==> config.mk <==
export PLATFORM = sky130hd
export DESIGN_NAME = jt51_csr_ring
export DESIGN_NICKNAME = d
export VERILOG_FILES = /design/src/rtl/jt51_csr_ring.sv
export SDC_FILE = /design/constraint.sdc
export NUM_CORES = 1
export LEC_CHECK = 0
export ABC_CLOCK_PERIOD_IN_PS = 9200
export CORE_ASPECT_RATIO = 0.75
export CORE_MARGIN = 5
export CORE_UTILIZATION = 58
export DETAILED_ROUTE_END_ITERATION = 8
export GPL_ROUTABILITY_DRIVEN = 0
export GPL_TIMING_DRIVEN = 0
export PLACE_DENSITY = 0.8
export SYNTH_ARGS = -nofsm -noshare
export SYNTH_HDL_FRONTEND = slang
export SYNTH_SLANG_ARGS = --single-unit
==> constraint.sdc <==
create_clock -name clk -period 9.2 [get_ports clk]
set_input_delay 2.3 -clock clk [delete_from_list [all_inputs] [get_ports clk]]
set_output_delay 2.3 -clock clk [all_outputs]
set_load 0.01 [all_outputs]
==> src/rtl/jt51_csr_ring.sv <==
// jt51_csr_ring: circulating per-channel control-word register for the FM core.
// Each channel's 26-bit word {rl, fb, con, kc, kf, ams, pms} circulates through
// a CH-deep ring that advances on cen. One posted write and one readback can
// be outstanding at a time. Both complete when the target channel is at the head.
module jt51_csr_ring #(
    parameter int CH  = 8,
    parameter int CHW = $clog2(CH)
) (
    input  logic           clk,
    input  logic           rst_n,
    input  logic           cen,
    input  logic [7:0]     din,
    input  logic [CHW-1:0] wr_ch,
    input  logic [6:0]     wr_sel,
    input  logic           wr_valid,
    output logic           wr_ready,
    input  logic [CHW-1:0] rd_ch,
    input  logic           rd_valid,
    output logic           rd_ready,
    output logic [25:0]    rd_data,
    output logic           rd_done,
    output logic [CHW-1:0] slot,
    output logic [1:0]     rl,
    output logic [2:0]     fb,
    output logic [2:0]     con,
    output logic [6:0]     kc,
    output logic [5:0]     kf,
    output logic [1:0]     ams,
    output logic [2:0]     pms
);

    typedef struct packed {
        logic [CHW-1:0] ch;
        logic [6:0]     sel;
        logic [7:0]     din;
    } wr_req_t;

    logic [25:0]    ring [CH];
    logic [25:0]    head, merged;
    wr_req_t        wr_q;
    logic           wr_pend, rd_pend;
    logic [CHW-1:0] rd_ch_q;
    logic           wr_hit, rd_hit;

    assign head     = ring[0];
    assign wr_ready = ~wr_pend;
    assign rd_ready = ~rd_pend;
    // Pending transactions only resolve on an advancing edge with their channel at the head
    assign wr_hit   = cen & wr_pend & (wr_q.ch == slot);
    assign rd_hit   = cen & rd_pend & (rd_ch_q == slot);

    assign {rl, fb, con, kc, kf, ams, pms} = head;

    // Head word with the pending write's selected fields overlaid
    always_comb begin
        merged = head;
        if (wr_pend && (wr_q.ch == slot)) begin
            if (wr_q.sel[6]) merged[25:24] = wr_q.din[7:6];
            if (wr_q.sel[5]) merged[23:21] = wr_q.din[5:3];
            if (wr_q.sel[4]) merged[20:18] = wr_q.din[2:0];
            if (wr_q.sel[3]) merged[17:11] = wr_q.din[6:0];
            if (wr_q.sel[2]) merged[10:5]  = wr_q.din[7:2];
            if (wr_q.sel[1]) merged[4:3]   = wr_q.din[1:0];
            if (wr_q.sel[0]) merged[2:0]   = wr_q.din[6:4];
        end
    end

    // Ring shift and slot counter; merged word re-enters at the tail
    always_ff @(posedge clk) begin
        if (!rst_n) begin
            for (int i = 0; i < CH; i++) ring[i] <= '0;
            slot <= '0;
        end else if (cen) begin
            for (int i = 0; i < CH - 1; i++) ring[i] <= ring[i+1];
            ring[CH-1] <= merged;
            slot <= (slot == CHW'(CH - 1)) ? '0 : slot + 1'b1;
        end
    end

    // Posted write: latch on handshake, retire when applied at the head
    always_ff @(posedge clk) begin
        if (!rst_n) begin
            wr_pend <= 1'b0;
            wr_q    <= '0;
        end else if (wr_valid && !wr_pend) begin
            wr_pend <= 1'b1;
            wr_q    <= '{ch: wr_ch, sel: wr_sel, din: din};
        end else if (wr_hit) begin
            wr_pend <= 1'b0;
        end
    end

    // Readback: captures the merged word so a same-slot write is visible
    always_ff @(posedge clk) begin
        if (!rst_n) begin
            rd_pend <= 1'b0;
            rd_ch_q <= '0;
            rd_data <= '0;
            rd_done <= 1'b0;
        end else begin
            rd_done <= 1'b0;
            if (rd_valid && !rd_pend) begin
                rd_pend <= 1'b1;
                rd_ch_q <= rd_ch;
            end else if (rd_hit) begin
                rd_pend <= 1'b0;
                rd_data <= merged;
                rd_done <= 1'b1;
            end
        end
    end

endmodule

==> metrics <==
final WL roughly 21000 um; cells taking the most area after synthesis sky130_fd_sc_hd__edfxtp_1 (59%), sky130_fd_sc_hd__dfxtp_1 (10%), sky130_fd_sc_hd__and3_1 (9.3%); synth cell count leaders sky130_fd_sc_hd__edfxtp_1 (208), sky130_fd_sc_hd__and3_1 (156), sky130_fd_sc_hd__dfxtp_1 (53); I/O pin count between 80 and 90; total non-filler cell area in the finished layout between 10000 and 15000 sq um; portion of synthesized cell area occupied by the leading cell type approximately three fifths; Reg clk slew, reported paths about 0.060 ns; setup repair after global routing missed its margin false; PostCTS Resize Cnt 0; leading area contributor after synthesis sky130_fd_sc_hd__edfxtp_1; Setup Skew 0.0117 ns; number of cells on the worst hold path 1; Vias approximately 5900; Synth Register Bits about 260; worst hold-check slack 0.460 ns; Total Die Area ~21000 sq um; maximum fanout count along the critical path just under 60; Data arrival, critical path about 4.2 ns; max capacitance violation total 0; pin count of the biggest net entering global routing 60; vias in the first global route around 5900; endpoint of the worst register-to-register path ring[1][96]; startpoint of the lowest-slack register-to-register path slot[1]; final setup vio count 0; worst-case register-to-register setup slack ~6.9 ns; number of hold-slack violations in the final timing report 0; EDFF count, synth ~210; drt first-iter violations between 500 and 600; min Tclk post-route 3.97 ns; post-route fraction of the period consumed by the critical path between 40% and 50%; drc violations 0; antenna violation net count after detailed routing 0; number of diodes added for antenna fixing 0; initial antenna violation count 0; cell at the root of the clock tree sky130_fd_sc_hd__clkbuf_16; Post-Syn Area approximately 11000 sq um; vias per cell around 5.4; Worst IR Drop VDD roughly 0.13 mV; quantity of I/O buffers inserted on ports 81; count of hold buffers inserted by post-cts repair 0; initial standard-cell utilization of the core between 50% and 60%; share of final-layout standard cells stronger than drive strength 1 14.3%; count leader, synth sky130_fd_sc_hd__edfxtp_1; final core area utilization between 70% and 80%; number of cells on the worst reg-to-reg path 6; die height between 100 and 150 um; growth of design area from synthesis to finish 18.9%; total gr overflow 0; final-stage net count 858; clock sink total around 260; count of unique library cells instantiated by Yosys 26; hold endpoint rd_data[2]; Setup Total Neg Slack 0 ns; total of warnings raised by yosys 0; CTS tree done; area inside the core boundary about 18000 sq um; number of buffers added for setup after CTS 0; Power per Cell Area around 210 nW/um^2; Tightest Pin Transition 0.662 ns; maximum clock path buffer count 3; Fmax 252 MHz; Placed Area 11700 sq um; Slew Limit Headroom a little over half; global-route wire length before repair between 30000 and 40000 um; fin. max-slew vios 0; mean instance size in the synthesized netlist between 10 and 15 sq um; leakage power summed over all cells roughly 5.2 nW; DIE WIDTH 165 um; WL/cell 19.2 um; Primary FF master, synth sky130_fd_sc_hd__edfxtp_1; proportion of synthesized flip-flops having asynchronous set or reset 0%; HP Start rd_data[2]; result of the run completed; type of the most critical hold path reg -> reg; clock latency on the worst-skew pair 0.52 ns; CTS H-tree depth 1; detailed placer's ending HPWL between 15000 and 20000 um; post-synthesis instance total around 700; synthesized netlist net count ~750; number of buffers created by CTS 24; capturing element type of the critical path register; sequential area share after synthesis between 60% and 70%; aggregate global-route resource usage around 20%; CP required 9.39 ns; floorplan row count 42; startpoint kind of the worst setup timing path input pin; first drt pass iteration count 5; path type of the worst setup path in -> reg
report_power, final:
group          internal, mW  switching (mW)  leakage (nW)  total, mW
combinational        0.0924           0.116          2.09      0.209
sequential             1.35          0.0299          2.73       1.38
clock                 0.581           0.408         0.389      0.989
total                  2.02           0.554          5.22       2.58
area by class of cell:
| cell class | instances | area (sq um) |
|---|---|---|
| Timing Repair Buffer | 84 | 886 |
| Multi-Input combinational cell | 373 | 2730 |
| Clock inverter | 13 | 145 |
| Clock buffer | 31 | 647 |
| Fill cell | 1182 | 5210 |
| Buffer | 83 | 469 |
| Tap cell | 242 | 303 |
| Inverter | 3 | 11.3 |
| Sequential cell | 261 | 7310 |
critical path: stages:
cell	delay (ns)
sky130_fd_sc_hd__buf_2	0.22
sky130_fd_sc_hd__clkbuf_1	0.36
sky130_fd_sc_hd__nand2b_4	0.58
sky130_fd_sc_hd__buf_16	0.35
sky130_fd_sc_hd__buf_16	0.30
stage by stage:
| step | worst slack, ns | instances | total power, mW |
|---|---|---|---|
| global placement | -0.411 | 1043 | 1.61 |
| global route | 5.11 | 1090 | 2.67 |
| detailed placement | 4.73 | 1046 | 1.61 |
| CTS | 5.21 | 1090 | 2.60 |
| finish | 5.23 | 1090 | 2.58 |
| floorplan | 0.846 | 720 | 1.53 |
cells by family (layout without fill, tap and decap cells):
group	count (synthesis)	count (layout)	share of synthesized area, %
DFF	261	261	69.5
and+or+nand+nor	260	260	14.6
buffers and inverters	86	214	4.57
muxes	58	58	5.83
AOI/OAI and AO/OA	47	47	4.69
xor gates and xnor gates	6	6	0.500
adders and majority gates	2	2	0.238
per-layer routing:
| metal | part of all wire [%] | GRT usage (%) |
|---|---|---|
| met3 | 7.2 | 3.34 |
| met5 | 0 | 0 |
| met1 | 46 | 31.0 |
| met2 | 44 | 30.4 |
| met4 | 2.2 | 5.00 |
cell usage in the layout, fill, tap and decap left out, types with 8 or more instances in the layout:
cell type,n
sky130_fd_sc_hd__nand2_1,39
sky130_fd_sc_hd__a21boi_0,18
sky130_fd_sc_hd__edfxtp_1,208
sky130_fd_sc_hd__o2bb2ai_2,18
sky130_fd_sc_hd__o2bb2ai_1,8
sky130_fd_sc_hd__dfxtp_1,53
sky130_fd_sc_hd__clkbuf_16,24
sky130_fd_sc_hd__clkdlybuf4s50_1,81
sky130_fd_sc_hd__nor2b_1,35
sky130_fd_sc_hd__clkbuf_1,49
sky130_fd_sc_hd__and3_1,156
sky130_fd_sc_hd__buf_4,30
sky130_fd_sc_hd__mux2_2,26
sky130_fd_sc_hd__mux2i_1,32
sky130_fd_sc_hd__and2_1,26
sequential cells by signal, summed over array words and instances, names as in the netlist:
| register | cells |
|---|---|
| rd_ch_q | 3 |
| rd_data | 26 |
| rd_done | 1 |
| rd_pend | 1 |
| ring | 208 |
| slot | 3 |
| wr_pend | 1 |
| wr_q | 18 |
how the worst max path moves through the flow:
stage | start | to | slack, ns | cells after the start
after global routing | cen | ring[0][30] | 5.11 | 5
final | cen | ring[0][4] | 5.23 | 5
after detailed placement | cen | ring[0][9] | 4.73 | 5
after global placement | cen | ring[0][10] | -0.41 | 3
after floorplan | cen | ring[0][0] | 0.85 | 3
after CTS | cen | ring[0][4] | 5.21 | 5
Note: power is estimated with default switching activity, not from simulation.
